--- src/rtl/inputs_workload_merge_pkg.sv ---
// Shared definitions for the workload merge (fan-in) stage: descriptor field layout
// and merge-mode encoding, kept identical to the fan-out stage's config values.
package inputs_workload_merge_pkg;

    localparam int unsigned MergeReplicate = 0;
    localparam int unsigned MergeSplit     = 1;

    // Descriptor is {id, size} with size in the LSBs.
    localparam int unsigned WlSizeLsb = 0;

    function automatic int unsigned wl_id_lsb(input int unsigned size_width);
        return WlSizeLsb + size_width;
    endfunction

endpackage

--- src/rtl/workload_size_reducer.sv ---
// Combinational saturating sum of num_in_p workload sizes; overflow_o flags that the
// true sum did not fit in size_width_p bits and sum_o was clamped to all-ones.
module workload_size_reducer #(
    parameter int unsigned num_in_p     = 4,
    parameter int unsigned size_width_p = 8
) (
    input  logic [num_in_p-1:0][size_width_p-1:0] size_i,
    output logic [size_width_p-1:0]               sum_o,
    output logic                                  overflow_o
);

    localparam int unsigned SumW = size_width_p + $clog2(num_in_p);

    logic [SumW-1:0] sum_full;

    always_comb begin
        sum_full = '0;
        for (int unsigned i = 0; i < num_in_p; i++) begin
            sum_full = sum_full + SumW'(size_i[i]);
        end
        overflow_o = sum_full > SumW'({size_width_p{1'b1}});
        sum_o      = overflow_o ? '1 : sum_full[size_width_p-1:0];
    end

endmodule

--- src/rtl/inputs_workload_merge.sv ---
// Fan-in of per-chiplet workload pieces into one descriptor via one-entry input slots.
// Define INPUTS_WORKLOAD_MERGE_ID_CHECK_EN to flag id mismatches on error_o.
module inputs_workload_merge
    import inputs_workload_merge_pkg::*;
#(
    parameter int unsigned id_width_p      = 4,
    parameter int unsigned size_width_p    = 8,
    parameter int unsigned num_in_p        = 4,
    parameter int unsigned inputs_config_p = MergeSplit,
    parameter int unsigned width_p         = id_width_p + size_width_p
) (
    input  logic                              clk_i,
    input  logic                              reset_n_i,
    input  logic [num_in_p-1:0]               v_i,
    input  logic [num_in_p-1:0][width_p-1:0]  data_i,
    output logic [num_in_p-1:0]               ready_o,
    output logic                              v_o,
    output logic [width_p-1:0]                data_o,
    input  logic                              ready_i,
    output logic                              overflow_o,
    output logic                              error_o
);

    localparam int unsigned IdLsb = wl_id_lsb(size_width_p);

    if (inputs_config_p != MergeReplicate && inputs_config_p != MergeSplit) begin : g_bad_config
        $error("inputs_workload_merge: unsupported inputs_config_p");
    end

    logic [num_in_p-1:0]                   slot_v_q, slot_v_d, take;
    logic [num_in_p-1:0][width_p-1:0]      slot_data_q;
    logic [num_in_p-1:0][size_width_p-1:0] slot_size;
    logic                                  all_v, out_free, merge;
    logic [size_width_p-1:0]               sum, merged_size;
    logic                                  sum_sat, sat_hit;
    logic [width_p-1:0]                    merged;
    logic                                  v_q, overflow_q;
    logic [width_p-1:0]                    data_q;

    always_comb begin
        for (int unsigned j = 0; j < num_in_p; j++) begin
            slot_size[j] = slot_data_q[j][WlSizeLsb +: size_width_p];
        end
    end

    workload_size_reducer #(
        .num_in_p    (num_in_p),
        .size_width_p(size_width_p)
    ) u_reducer (
        .size_i    (slot_size),
        .sum_o     (sum),
        .overflow_o(sum_sat)
    );

    always_comb begin
        all_v       = &slot_v_q;
        out_free    = ~v_q | ready_i;
        merge       = all_v & out_free;
        take        = v_i & ~slot_v_q;
        // A merge only fires with every slot full, so nothing can be taken on that edge.
        slot_v_d    = merge ? '0 : (slot_v_q | take);
        merged_size = (inputs_config_p == MergeSplit) ? sum : slot_size[0];
        sat_hit     = (inputs_config_p == MergeSplit) & sum_sat;
        merged      = {slot_data_q[0][IdLsb +: id_width_p], merged_size};
    end

    always_ff @(posedge clk_i or negedge reset_n_i) begin
        if (!reset_n_i) begin
            slot_v_q    <= '0;
            slot_data_q <= '0;
            v_q         <= 1'b0;
            data_q      <= '0;
            overflow_q  <= 1'b0;
        end else begin
            slot_v_q <= slot_v_d;
            for (int unsigned j = 0; j < num_in_p; j++) begin
                if (take[j]) slot_data_q[j] <= data_i[j];
            end
            if (merge) begin
                v_q    <= 1'b1;
                data_q <= merged;
            end else if (v_q & ready_i) begin
                v_q <= 1'b0;
            end
            if (merge & sat_hit) overflow_q <= 1'b1;
        end
    end

`ifdef INPUTS_WORKLOAD_MERGE_ID_CHECK_EN
    logic id_mismatch, error_q;

    always_comb begin
        id_mismatch = 1'b0;
        for (int unsigned j = 1; j < num_in_p; j++) begin
            if (slot_data_q[j][IdLsb +: id_width_p] != slot_data_q[0][IdLsb +: id_width_p]) begin
                id_mismatch = 1'b1;
            end
        end
    end

    always_ff @(posedge clk_i or negedge reset_n_i) begin
        if (!reset_n_i) begin
            error_q <= 1'b0;
        end else if (merge & id_mismatch) begin
            error_q <= 1'b1;
        end
    end

    assign error_o = error_q;
`else
    // Non-zero slot ids are only needed by the id check.
    logic unused_ids;

    always_comb begin
        unused_ids = 1'b0;
        for (int unsigned j = 0; j < num_in_p; j++) begin
            unused_ids = unused_ids ^ (^slot_data_q[j][IdLsb +: id_width_p]);
        end
    end

    assign error_o = 1'b0;
`endif

    assign ready_o    = ~slot_v_q;
    assign v_o        = v_q;
    assign data_o     = data_q;
    assign overflow_o = overflow_q;

endmodule

--- config.mk ---
export PLATFORM = sky130hd
export DESIGN_NAME = inputs_workload_merge
export DESIGN_NICKNAME = d
export VERILOG_FILES = /design/src/rtl/inputs_workload_merge_pkg.sv /design/src/rtl/workload_size_reducer.sv /design/src/rtl/inputs_workload_merge.sv
export SDC_FILE = /design/constraint.sdc
export NUM_CORES = 1
export LEC_CHECK = 0
export ABC_CLOCK_PERIOD_IN_PS = 8400
export BUFFER_PORTS_ARGS = -buffer_cell sky130_fd_sc_hd__buf_2
export CAP_MARGIN = 30
export CORE_MARGIN = 5
export CORE_UTILIZATION = 35
export CTS_CLUSTER_SIZE = 10
export DETAILED_ROUTE_END_ITERATION = 16
export HOLD_SLACK_MARGIN = 0.15
export PLACE_DENSITY = 0.6
export SYNTH_ARGS = -nofsm -noshare
export SYNTH_HDL_FRONTEND = slang
export SYNTH_SLANG_ARGS = --single-unit
--- constraint.sdc ---
create_clock -name clk_i -period 8.4 [get_ports clk_i]
set_input_delay 1.68 -clock clk_i [delete_from_list [all_inputs] [get_ports clk_i]]
set_output_delay 1.68 -clock clk_i [all_outputs]
set_load 0.01 [all_outputs]
Yosys cells after proc, flatten, opt, wreduce, memory -nomap -nowiden --
Cells that the tools add are included. W data, S select, Z words.
Storage, ports and cells: output and inout bits 19, word-level logic and storage cells 26, input port bits 55, flip-flop bits (word level) 54
Operators by class: order comparisons 1, add/sub/neg operators 3, bitwise operators 8, reduce and logical (&&, ||, !) cells 2, muxes and demuxes 4
Operators with widths (count):
- $add A10 B8 Y10 | 1
- $add A9 B8 Y10 | 1
- $gt A10 B8 Y1 const B | 1
- $add A8 B8 Y9 | 1
- $mux W8 | 1
- $and A4 B4 Y4 | 1
- $mux W4 | 1
- $not A4 Y4 | 1
- $or A4 B4 Y4 | 1
- $reduce_and A4 Y1 | 1
- $and A1 B1 Y1 | 3
- $mux W1 | 2
- $reduce_bool A2 Y1 | 1
- $not A1 Y1 | 1
- $or A1 B1 Y1 | 1

Logic depth before layout (Yosys ltp) --
depth after elaboration 5, depth in mapped cells 11, mapped depth without buffers 10

Cells and area by module --
Synthesis repeated with hierarchy kept, for this count alone.
Unflattened totals: cells, all modules 237, area total of the unflattened synthesis 2950.3 um^2
Modules (own cells, without submodules):
- inputs_workload_merge | sequential area each 1351.3 um^2, area each 2087.0 um^2, times used 1, cells an instance 131
- workload_size_reducer | sequential area each 0.0 um^2, area each 863.3 um^2, times used 1, cells an instance 106

Least setup slack after synthesis --
No wires, ideal clock.
path kind flip-flop to flip-flop, from register slot_data_q[1] (netlist bit), to register data_q[3] (netlist: data_o[3]), path buffers 0, arrival 2.909 ns, required time 8.262 ns, cell stages (with the launch flop) 11, path slack 5.352 ns, setup time 0.138 ns, clock period less this slack 3.048 ns, cell sequence dfrtp_1 -> inv_1 -> fa_1 -> inv_1 -> fa_1 -> ha_1 -> fa_1 -> a21o_1 -> a311o_1 -> mux2i_4 -> a31oi_1
Between the ends: longest elaborated chain between the ends 5
RTL lines:
- start: declaration | RTL line inputs_workload_merge.sv:31 | logic [num_in_p-1:0][width_p-1:0] slot_data_q;
- start signal: indexed assignment | RTL line inputs_workload_merge.sv:77 | if (take[j]) slot_data_q[j] <= data_i[j];
- $add A8 B8 Y9 * | RTL line workload_size_reducer.sv:19 | sum_full = sum_full + SumW'(size_i[i]);
- $add A9 B8 Y10 * | RTL line workload_size_reducer.sv:19
- $add A10 B8 Y10 * | RTL line workload_size_reducer.sv:19
- $gt A10 B8 Y1 | RTL line workload_size_reducer.sv:21 | overflow_o = sum_full > SumW'({size_width_p{1'b1}});
- $mux W8 * | RTL line workload_size_reducer.sv:22 | sum_o = overflow_o ? '1 : sum_full[size_width_p-1:0];
- end signal: assignment | RTL line inputs_workload_merge.sv:81 | data_q <= merged;
- end: declaration | RTL line inputs_workload_merge.sv:38 | logic [width_p-1:0] data_q;
Every way passes the cells marked *; elsewhere a longest branch is shown, timed or not. A chain may end at the register's enable or synchronous reset.

Final worst setup path --
from register slot_data_q[1] (netlist bit), to register data_q[7] (netlist: data_o[7])
Same word-level chain as after synthesis.

==> flow_metrics.tcl <==
set metrics [dict create \
    synth_top_area_share_pct 48.6 \
    cap_viol_max_count 0 \
    fin_crit_sh_pct 39.2 \
    first_pass_iters 4 \
    die_x_um 99.2 \
    synth_largest_area_cell "dfrtp_1" \
    post_cts_buffers 0 \
    clockRootBuffer "clkbuf_8" \
    grt-ovfl-total 0 \
    final_antenna_net_count 0 \
    cp.arrival_ps 3470 \
    numCtsBuffers 5 \
    worst_slew_pin_slew_ps 957 \
    hold_path_end "data_o[9]" \
    place_inst 429 \
    synth-simple-area-share_pct 12.6 \
    reg2reg_from "slot_data_q[1]" \
    async_reset_ff_share_pct 100 \
    slew_viol_final 0 \
    fin_ws_ps 5110 \
    wire_per_inst_um 12.7 \
    synth_area_per_cell_um2 10.1 \
    reg2reg_to "data_o[7]" \
    place.gp.congestion 0.733 \
    hold_depth 2 \
    rsz0062_at_grt "no" \
    start_util_pct 36.0 \
    core_mm2 0.00773 \
    layout.cells.non_filler 437 \
    r2r_slack_ps 5110 \
    n_antenna_cell 0 \
    synthToLayoutAreaGrowth_pct 17.3 \
    synthTopCellsByCount "dfrtp_1 (54), inv_1 (46), nand2_1 (42), o21ai_0 (27), nor2_1 (20)" \
    grt_start_max_net_pins 55 \
    synth_top_family_by_area "adder cells" \
    cts_tree "built" \
    synth-edff-count 0 \
    synth_cell_types 36 \
    die_area_mm2 0.00983 \
    cp_max_fo 9 \
    hpwl_um 4230 \
    synth_most_common_cell "dfrtp_1" \
    rows 32 \
    clockBufferDepth 2 \
    cts.reportedPaths.clkPinSlew_ps 100 \
    crit_path_end_kind "flop" \
    htreeDepth 2 \
    cts_resized 0 \
    synthAdderAreaFrac_pct 15.6 \
    synthXorXnorAreaFrac_pct 1.26 \
    finClkSkew_ps 4.50 \
    synth.cell_area_mm2 0.00278 \
    seq_area_frac_synth_pct 48.6 \
    grt_pass1_wl_um 9590 \
    cts_sinks 54 \
    synthCells 275 \
    wirelength_um 5550 \
    io_buffer_count 60 \
    ys.flop_type "dfrtp_1" \
    max_slew_margin_pct 36.1 \
    status "finished clean" \
    yosys-top-cells-area "dfrtp_1 (49%), fa_1 (12%), inv_1 (6.2%)" \
    critPathLaunchType "flop" \
    layout-drive-gt1-share_pct 24.8 \
    grt_use_total_pct 12.1 \
    clk_latency_ps 310 \
    setup_tns_ps 0 \
    hold_buffers 0 \
    first_global_vias 2032 \
    io_pins 74 \
    hold_class "reg -> reg" \
    fp.dieH_um 99.2 \
    worst-setup-path-type "reg -> reg" \
    hp-start "merged[9]" \
    required_ps 8580 \
    rr_worst_depth 10 \
    via_per_inst 4.47 \
    setup_violations 0 \
    min_period_ps 3290 \
    drt_iter0_markers 50 \
    fin_nets 414 \
    syn_nets 355 \
    hold_violations 0 \
    max_clock_freq_ghz 0.304 \
    route.detailed.drc 0 \
    synth_compound_area_share_pct 9.13 \
    muxShareOfSynthArea_pct 4.45 \
    antenna_found_initial 0 \
    yosysWarnings 0 \
    pre_cts_slack_ps 5100 \
    vias 1954 \
    ys_ff_latch 54 \
]
final cells by class:
class,instances,area [µm²]
clock buffers,7,86.3
clock inverters,1,8.76
inverters,46,173
multi-input cells,165,1200
fillers,772,4460
well taps,102,128
flip-flops and latches,54,1350
repair buffers,62,315
critical path, cell delays in order (launching register included):
cell	delay, ps
dfrtp_1	330
inv_1	60
fa_1	530
inv_1	50
fa_1	480
ha_1	250
fa_1	410
a21o_1	230
a311o_1	390
mux2i_4	300
a31oi_1	140
kinds of logic after synthesis:
| family | after synthesis |
|---|---|
| buffers and inverters | 56 |
| adder cells (fa/ha/maj) | 25 |
| flip-flops | 54 |
| AO/OA/AOI/OAI | 45 |
| multiplexers | 10 |
| XOR/XNOR | 4 |
| AND/OR/NAND/NOR | 80 |
| other | 1 |
worst max path at each step:
| stage | start | end | depth (start not counted) |
|---|---|---|---|
| 2_1_floorplan | slot_data_q[1] | data_o[3] | 10 |
| 4_1_cts | slot_data_q[1] | data_o[7] | 10 |
| 6_report | slot_data_q[1] | data_o[7] | 10 |
| 5_1_grt | slot_data_q[1] | data_o[7] | 10 |
| 3_5_place_dp | slot_data_q[1] | data_o[7] | 10 |
| 3_3_place_gp | slot_data_q[1] | data_o[5] | 10 |
placed cells by master, fill, tap and decap left out, types with 2 or more instances in the layout:
cell,count
mux2_2,9
buf_2,60
clkbuf_8,6
a31oi_1,5
a21oi_1,7
nand4_1,2
nand2b_1,2
nor2b_1,4
o21ai_0,27
nor2_1,20
buf_4,2
xor2_1,2
dfrtp_1,54
nand2_1,42
ha_1,9
nand3_1,2
xnor2_1,2
fa_1,16
inv_1,46
routing by layer:
layer | up-vias | share of wire, % | track usage (%)
li1 | 976 | - | -
met1 | 934 | 48 | 16.4
met2 | 38 | 47 | 19.5
met3 | 6 | 3.6 | 2.45
met4 | 0 | 1.4 | 4.10
met5 | - | 0 | 0
state kept, by name (all words and copies together), names as in the netlist:
register and cells:
slot_v_q 4, v_o 1, overflow_o 1, slot_data_q 32
merged 4, data_o 12
per-stage QoR:
stage	cell area, µm²	hold WS, ps	util [%]
finish	3260	473	42.2
global route	3260	496	42.2
CTS	3260	477	42.2
detailed placement	3170	452	41.0
global placement	3170	446	41.0
floorplan	2780	434	-
Power is left out: the tool's default activity adds up to more than one toggle a clock period on the data nets, which glitch-free logic cannot reach.
